[config.mk]
export PLATFORM = sky130hd
export DESIGN_NAME = tx_arbiter_flat
export DESIGN_NICKNAME = d
export VERILOG_FILES = /design/src/rtl/tx_arb_pkg.sv /design/src/rtl/tx_arbiter_if.sv /design/src/rtl/tx_arb_pick.sv /design/src/rtl/tx_arbiter.sv /design/src/flat_wrapper.sv
export SDC_FILE = /design/constraint.sdc
export NUM_CORES = 1
export LEC_CHECK = 0
export BUFFER_PORTS_ARGS = -buffer_cell sky130_fd_sc_hd__buf_2
export CAP_MARGIN = 20
export CORE_UTILIZATION = 50
export CTS_CLUSTER_SIZE = 40
export DETAILED_ROUTE_END_ITERATION = 12
export PLACE_DENSITY = 0.81
export SYNTH_ARGS = -nofsm -noshare
export SYNTH_HDL_FRONTEND = slang
export SYNTH_SLANG_ARGS = --single-unit
[constraint.sdc]
create_clock -name clk -period 2.1 [get_ports clk]
set_input_delay 0.105 -clock clk [delete_from_list [all_inputs] [get_ports clk]]
set_output_delay 0.105 -clock clk [all_outputs]
set_load 0.005 [all_outputs]
[src/rtl/tx_arb_pkg.sv]
// Shared definitions for the two-requester transmit arbiter: state encoding,
// parameter defaults and the timeout counter width helper.
package tx_arb_pkg;

  localparam int          DBIT_DEFAULT      = 8;
  localparam int unsigned TO_CYCLES_DEFAULT = 32'd50000;

  typedef enum logic [1:0] {
    ST_IDLE = 2'd0,
    ST_LOAD = 2'd1,
    ST_WAIT = 2'd2
  } arb_state_t;

  // Width able to hold 0 .. cycles-1; never narrower than one bit.
  function automatic int cnt_width(input int unsigned cycles);
    return (cycles > 2) ? $clog2(cycles) : 1;
  endfunction

endpackage

[src/rtl/tx_arbiter_if.sv]
// Handshake bundle between the two requesters, the arbiter and the transmitter.
// The arbiter connects through the slave modport; the environment uses master.
interface tx_arbiter_if #(
  parameter int DBIT = tx_arb_pkg::DBIT_DEFAULT
);

  logic            req0;
  logic            req1;
  logic [DBIT-1:0] data0;
  logic [DBIT-1:0] data1;
  logic            ack0;
  logic            ack1;
  logic            done0;
  logic            done1;
  logic            tx_start;
  logic [DBIT-1:0] tx_data;
  logic            tx_done;
  logic            busy;
  logic            owner;
  logic            to_err;

  modport slave (
    input  req0, req1, data0, data1, tx_done,
    output ack0, ack1, done0, done1, tx_start, tx_data, busy, owner, to_err
  );

  modport master (
    output req0, req1, data0, data1, tx_done,
    input  ack0, ack1, done0, done1, tx_start, tx_data, busy, owner, to_err
  );

endinterface

[src/rtl/tx_arb_pick.sv]
// Two-way grant picker. Round-robin on the pointer by default; defining
// TX_ARB_FIXED_PRIO_EN makes requester 0 always win simultaneous requests.
module tx_arb_pick (
  input  logic req0,
  input  logic req1,
  input  logic pointer,
  output logic grant
);

`ifdef TX_ARB_FIXED_PRIO_EN
  // Requester 0 dominates; the pointer is masked off so the port list stays
  // identical across both builds.
  assign grant = ~req0 & (req1 | (pointer & 1'b0));
`else
  assign grant = (req0 & req1) ? pointer : req1;
`endif

endmodule

[src/rtl/tx_arbiter.sv]
// Two-requester transmit arbiter: IDLE -> LOAD -> WAIT, one word in flight.
// Optional build macro TX_ARB_FIXED_PRIO_EN selects fixed priority in tx_arb_pick.
module tx_arbiter
  import tx_arb_pkg::*;
#(
  parameter int          DBIT      = DBIT_DEFAULT,
  parameter int unsigned TO_CYCLES = TO_CYCLES_DEFAULT
) (
  input logic         clk,
  input logic         reset,
  tx_arbiter_if.slave bus
);

  localparam int            CW      = cnt_width(TO_CYCLES);
  localparam logic [CW-1:0] TO_LAST = CW'(TO_CYCLES - 2);

  arb_state_t      state_q, state_d;
  logic [DBIT-1:0] tx_data_q, tx_data_d;
  logic [CW-1:0]   cnt_q, cnt_d;
  logic            owner_q, owner_d;
  logic            ptr_q, ptr_d;
  logic            done_q, done_d;
  logic            to_err_q, to_err_d;
  logic            pick;

  tx_arb_pick u_pick (
    .req0    (bus.req0),
    .req1    (bus.req1),
    .pointer (ptr_q),
    .grant   (pick)
  );

  always_ff @(posedge clk or posedge reset) begin
    if (reset) begin
      state_q   <= ST_IDLE;
      tx_data_q <= '0;
      cnt_q     <= '0;
      owner_q   <= 1'b0;
      ptr_q     <= 1'b0;
      done_q    <= 1'b0;
      to_err_q  <= 1'b0;
    end else begin
      state_q   <= state_d;
      tx_data_q <= tx_data_d;
      cnt_q     <= cnt_d;
      owner_q   <= owner_d;
      ptr_q     <= ptr_d;
      done_q    <= done_d;
      to_err_q  <= to_err_d;
    end
  end

  // The increment that would bring the count to TO_CYCLES-1 is the abort
  // point, so a timed-out word reports done exactly TO_CYCLES clocks after
  // tx_start, the same cycle a tx_done on that last cycle would.
  always_comb begin
    state_d   = state_q;
    tx_data_d = tx_data_q;
    cnt_d     = cnt_q;
    owner_d   = owner_q;
    ptr_d     = ptr_q;
    done_d    = 1'b0;
    to_err_d  = 1'b0;

    case (state_q)
      ST_IDLE: begin
        if (bus.req0 || bus.req1) begin
          state_d   = ST_LOAD;
          owner_d   = pick;
          ptr_d     = ~pick;
          tx_data_d = pick ? bus.data1 : bus.data0;
        end
      end

      ST_LOAD: begin
        state_d = ST_WAIT;
        cnt_d   = '0;
      end

      ST_WAIT: begin
        if (bus.tx_done) begin
          state_d = ST_IDLE;
          done_d  = 1'b1;
        end else if (cnt_q == TO_LAST) begin
          state_d  = ST_IDLE;
          done_d   = 1'b1;
          to_err_d = 1'b1;
        end else begin
          cnt_d = cnt_q + 1'b1;
        end
      end

      default: state_d = ST_IDLE;
    endcase
  end

  assign bus.busy     = (state_q != ST_IDLE);
  assign bus.tx_start = (state_q == ST_LOAD);
  assign bus.ack0     = bus.tx_start & ~owner_q;
  assign bus.ack1     = bus.tx_start &  owner_q;
  assign bus.done0    = done_q & ~owner_q;
  assign bus.done1    = done_q &  owner_q;
  assign bus.to_err   = to_err_q;
  assign bus.tx_data  = tx_data_q;
  assign bus.owner    = owner_q;

  ack_onehot: assert property (@(posedge clk) disable iff (reset) !(bus.ack0 && bus.ack1));
  done_onehot: assert property (@(posedge clk) disable iff (reset) !(bus.done0 && bus.done1));

endmodule

[src/flat_wrapper.sv]
// flat-port wrapper written by rule: the top's interface ports become plain ports
module tx_arbiter_flat import tx_arb_pkg::*;
#(
  parameter int          DBIT      = DBIT_DEFAULT,
  parameter int unsigned TO_CYCLES = TO_CYCLES_DEFAULT
)
  (clk, reset, bus_req0, bus_req1, bus_data0, bus_data1, bus_tx_done, bus_ack0, bus_ack1, bus_done0, bus_done1, bus_tx_start, bus_tx_data, bus_busy, bus_owner, bus_to_err);
  tx_arbiter_if #(.DBIT(DBIT)) bus_i ();
  input logic clk;
  input logic reset;
  input wire logic [$bits(bus_i.req0)-1:0] bus_req0;
  input wire logic [$bits(bus_i.req1)-1:0] bus_req1;
  input wire logic [$bits(bus_i.data0)-1:0] bus_data0;
  input wire logic [$bits(bus_i.data1)-1:0] bus_data1;
  input wire logic [$bits(bus_i.tx_done)-1:0] bus_tx_done;
  output wire logic [$bits(bus_i.ack0)-1:0] bus_ack0;
  output wire logic [$bits(bus_i.ack1)-1:0] bus_ack1;
  output wire logic [$bits(bus_i.done0)-1:0] bus_done0;
  output wire logic [$bits(bus_i.done1)-1:0] bus_done1;
  output wire logic [$bits(bus_i.tx_start)-1:0] bus_tx_start;
  output wire logic [$bits(bus_i.tx_data)-1:0] bus_tx_data;
  output wire logic [$bits(bus_i.busy)-1:0] bus_busy;
  output wire logic [$bits(bus_i.owner)-1:0] bus_owner;
  output wire logic [$bits(bus_i.to_err)-1:0] bus_to_err;
  assign bus_i.req0 = bus_req0;
  assign bus_i.req1 = bus_req1;
  assign bus_i.data0 = bus_data0;
  assign bus_i.data1 = bus_data1;
  assign bus_i.tx_done = bus_tx_done;
  assign bus_ack0 = bus_i.ack0;
  assign bus_ack1 = bus_i.ack1;
  assign bus_done0 = bus_i.done0;
  assign bus_done1 = bus_i.done1;
  assign bus_tx_start = bus_i.tx_start;
  assign bus_tx_data = bus_i.tx_data;
  assign bus_busy = bus_i.busy;
  assign bus_owner = bus_i.owner;
  assign bus_to_err = bus_i.to_err;
  tx_arbiter #(.DBIT(DBIT), .TO_CYCLES(TO_CYCLES)) u_core (.clk(clk), .reset(reset), .bus(bus_i));
endmodule
# Word level (Yosys, flattened, before mapping)
# Cells that the tools add are included.
# Widths: inputs -> output; s select.
[word_totals]
romBits = 0
ramBits = 0
latchBits = 0
inputBits = 21
reg_bits = 30
wordCells = 43
memories = 0
output_inout_bits = 16
[op_classes]
reduce_logical = 7
n_eq_ne = 7
shift = 0
div = 0
mul = 0
n_lt_le_gt_ge = 0
n_mux = 14
add_sub_neg = 1
bitwise_logic = 7
[ops]
columns = ["operator", "count"]
rows = [
  ["$mux 16", 2],
  ["$pmux 16 s2", 1],
  ["$add 16x1->16 const B", 1],
  ["$eq 16x16->1 const B", 1],
  ["$mux 8", 1],
  ["$mux 1", 6],
  ["$mux 2", 3],
  ["$pmux 2 s3", 1],
  ["$and 1x1->1", 5],
  ["$ne 2x2->1 const B", 2],
  ["$reduce_and 2->1", 2],
  ["$reduce_bool 2->1", 2],
  ["$ne 3x2->1 const B", 1],
  ["$reduce_and 3->1", 1],
  ["$eq 2x1->1 const B", 1],
  ["$eq 2x2->1 const B", 1],
  ["$logic_not 2->1", 1],
  ["$ne 2x1->1 const B", 1],
  ["$not 1->1", 2],
  ["$logic_or 1x1->1", 1],
]

# Depth between registers and ports, before layout
[logic_depth]
depth_word = 4
ltp_mapped = 7
mapped_depth_nobuf = 6

# By module
# Synthesis repeated with hierarchy kept, for this count alone.
[hier_totals]
cells_unflattened = 153
hier_area_um2 = 1557.7
[modules_own_cells]
columns = ["mod", "cells_per_inst", "area_each_um2", "instances"]
rows = [
  ["tx_arbiter", 151, 1546.5, 1],
  ["tx_arb_pick", 2, 11.3, 1],
]

# Worst setup path after synthesis
# Ideal clock, no wire load.
[synth_path]
kind = "reg-to-reg"
start = "register u_core.cnt_q[7]"
end = "register u_core.cnt_q[13]"
arrival_ns = 1.671
n_path_buf = 1
setup_time_ns = 0.104
stages_incl_launch_ff = 6
slack_ns = 0.325
path_cell_list = "dfrtp_1 > or4b_4 > nor4_4 > buf_6 > o311ai_0 > o311ai_1"
[synth_via]
elab_chain_len = 4
elab_cells_between_ends = 7
classes_between = "add/sub (1); eq/ne (2); mux (3); reduce/logical (1)"
[synth_rtl]
columns = ["item", "line_no", "source"]
rows = [
  ["start, declared", "tx_arbiter.sv:19", "logic [CW-1:0] cnt_q, cnt_d;"],
  ["start signal, assigned", "tx_arbiter.sv:45", "cnt_q <= cnt_d;"],
  ["$add 16x1->16", "tx_arbiter.sv:89", "cnt_d = cnt_q + 1'b1;"],
  ["$mux 16", "tx_arbiter.sv:84", "end else if (cnt_q == TO_LAST) begin"],
  ["$mux 16", "tx_arbiter.sv:81", "if (bus.tx_done) begin"],
  ["$pmux 16 s2", "tx_arbiter.sv:65", "case (state_q)"],
]
# Several ways; a longest one is shown, not always the timed one. The select of a mux whose other input is x is not followed.
# A chain may end at the register's enable or synchronous reset.

# Worst setup path after layout
# Ends and elaborated chain as after synthesis.

==> flow_summary.ini <==
[global_routing]
number_of_antenna_violations_at_the_first_check_in_global_routing = 0
globalRouteOverflowTotal = 0
grt_start_max_net_pins = 31
globalRouteTotalUtil_pct = 24.2
wire_length_of_the_first_global_routing_pass_um = 6030
number_of_global_route_vias_before_repair = 1349

[setup_path]
cp_class = reg -> reg
worst_setup_path_start_kind = flip-flop
worst_ep_arrival_time_ps = 2140
worstSetupStartpoint = u_core.cnt_q[7]$_DFFE_PP0P_
setup.worst_path.end_class = flip-flop
critical_path.reg2reg.startpoint = u_core.cnt_q[7]$_DFFE_PP0P_
worstRegToRegCells = 5
timing.critical_path.fanout_max = 15
data_required_critical_path_ps = 2320

[yosys]
synth.net_count = 174
yosys_register_bits = 30
syn_avg_cell_area_sq_um = 10.1
synth_compound_gate_area_share_pct = 11.4
synthXorXnorAreaFrac_pct = 0
most_area_hungry_cell_type_in_the_yosys_netlist = dfrtp_1
yosysWarnings = 0
gate_count_after_technology_mapping = 151
seq_area_frac_synth_pct = 49.3
synthAdderAreaFrac_pct = 1.64
post_synth_mux_area_share_pct = 7.22
simple_gate_share_of_the_synthesized_area_pct = 24.2
main_combinational_cell_family_by_area_after_synthesis = simple AND/OR/NAND/NOR gates
post_synth_num_cell_types = 38
yosys-top-cells-area = dfrtp_1 49%, mux2i_1 7.2%, a222oi_1 5.3%
synth_top_area_share_pct = 49.3
synth_area_sq_mm = 0.00152

[pwr]
pwr-share-clk_pct = 19.2
power.density_cell_area_mw_per_mm2 = 1000
comb_power_share_pct = 35.5
p_sw_share_pct = 36.6
irDropWorstVdd_mv = 0.806
total_leakage_power_uw = 0.000956
cellInternalPower_uw = 1190
total_switching_power_uw = 688
seq_power_share_pct = 45.3

[route]
via_count = 1340
via_per_inst = 5.80
wire_length_reported_by_the_detailed_router_um = 3500
ant_nets = 0
drcViolationCount = 3
drt-initial-drc-count = 56
post_drt_wl_per_cell_um = 15.2
dr.pass1.iters = 8

[sta]
max_freq_mhz = 519
setup-tns-final_ps = 0
fin_crit_sh_pct = 91.7
fin_hold_ws_ps = 3.06
hold_viol = 0
slew_violations = 0
tightest_slew_ps = 525
timing.final.setup_violations = 0
setup_slack_after_layout_ps = 175
normalized_max_slew_margin_pct = 64.9
grt_setup_unrepaired = no
clock-skew-final_ps = 4.16
final_period_minus_worst_setup_slack_ps = 1930

[finish]
post_route_cells_drive_above_1_share_pct = 27.0
final_common_cell = buf_2
final_cell_mix = 37 x buf_2, 30 x dfrtp_1, 18 x nand2_1
filler_cell_count = 216
seq_area_sq_um = 751
area_delta_synth_final_pct = 22.8
fin_nets = 222
multi_input_area_sq_um = 683
antenna-diode-count = 0

[floorplanning]
rows = 19
initial_core_util_pct = 53.9
die_w_um = 57.2
design.core.area_sq_mm = 0.00283
die_y_um = 57.2
io_pins = 37
dieArea_sq_mm = 0.00327

[flow_run]
max_cap_violations = 0

[cts]
cts_sinks = 30
clkSlewWorstSetupHoldPaths_ps = 90
cts-htree-levels = 2
postCtsSetupBuffers = 0
cts_buffers = 5
cts.path.max_buffers = 2
root_buffer = clkbuf_4
cts_tree = yes
insertion_delay_ps = 320

[worst_hold_path]
timing.hold.worst.class = in -> reg
hold_path_startpoint = bus_data1[2]
hold_depth = 3

[placed_design]
dp_worst_setup_slack_ps = 209
io_buffer_count = 36
detailed_place_hpwl_um = 2420
place.gp.congestion = 0.992

[status]
violations = DRC
status = complete, but fails checks
routing by layer:
metal	vias up	wire length (um)	GRT usage, %
li1	649	-	-
met3	8	199	5.22
met4	0	49	8.01
met1	630	1430	28.7
met5	-	0	0
met2	53	1820	43.5
Yosys cell counts (all sizes together):
library cell and instances:
a21o 2, a222oi 8, a31o 1, a31oi 2, and2 3, and3 3, buf 2, clkbuf 4
dfrtp 30, ha 2, inv 17, mux2i 11, nand2 18, nand2b 2, nand3 8, nand3b 1
nand4 3, nand4b 1, nor2 6, nor2b 2, nor3 4, nor3b 1, nor4 4, o211ai 1
o21ai 5, o21bai 1, o311ai 2, or3 1, or3b 1, or4 3, or4b 2
path summary, 6_finish.rpt:
check	slack, ps	to
worst min-delay path	3	u_core.bus.tx_data[2]$_DFFE_PP0P_
worst max register to register	170	u_core.cnt_q[13]$_DFFE_PP0P_
worst min register to register	500	u_core.ptr_q$_DFFE_PP0P_
max in group asynchronous	1430	u_core.cnt_q[1]$_DFFE_PP0P_
worst max-delay path	170	u_core.cnt_q[13]$_DFFE_PP0P_
min in group asynchronous	400	u_core.bus.owner$_DFFE_PP0P_
what timing repair did:
item	4_1_cts	5_1_grt
hold endpoints to repair	35	0
setup endpoints to repair	0	1
resized for setup	0	1
hold buffers	6	0
worst max-delay path: stages (launching register included):
cell and delay (ps):
dfrtp_1 440, or4b_4 540, nor4_4 280, buf_4 230
nor2_1 80, o311ai_1 250
stage by stage:
| step | cells | utilization, % | area [sq um] | total power [uW] |
|---|---|---|---|---|
| finish | 231 | 66.2 | 1870 | 1880 |
| global route | 231 | 66.2 | 1870 | 2010 |
| CTS | 230 | 65.8 | 1860 | 1870 |
| detailed placement | 216 | 61.6 | 1740 | 1500 |
| global placement | 216 | 61.6 | 1740 | 1460 |
| floorplan | 151 | - | 1520 | 1230 |
power by group through the flow:
stage	clock, uW	combinational, uW	sequential (uW)
finish	360	668	853
detailed placement	0	647	857
floorplan	0	391	837
global placement	0	617	847
CTS	363	655	849
global route	384	745	876
sequential cells by signal, indices dropped and copies added (netlist names):
| signal | flops |
|---|---|
| u_core.cnt_q | 16 |
| u_core.bus.owner | 1 |
| u_core.bus.tx_data | 8 |
| u_core.done_q | 1 |
| u_core.ptr_q | 1 |
| u_core.state_q | 2 |
| u_core.bus.to_err | 1 |
cell type report:
cell class                      count  area share, %
Clock inverter                      1          0.267
Inverter                           17           3.41
Multi-Input combinational cell     98           36.5
Tap cell                           31           2.07
Sequential cell                    30           40.1
Clock buffer                        7           2.94
Timing Repair Buffer               47           14.7
cells by family after synthesis:
group / Yosys count
AND/OR/NAND/NOR: 63
buffers and inverters: 23
multiplexers: 11
flip-flops: 30
adder cells (fa/ha/maj): 2
AO/OA/AOI/OAI: 22
No activity file was read; power rests on OpenSTA's default activity.
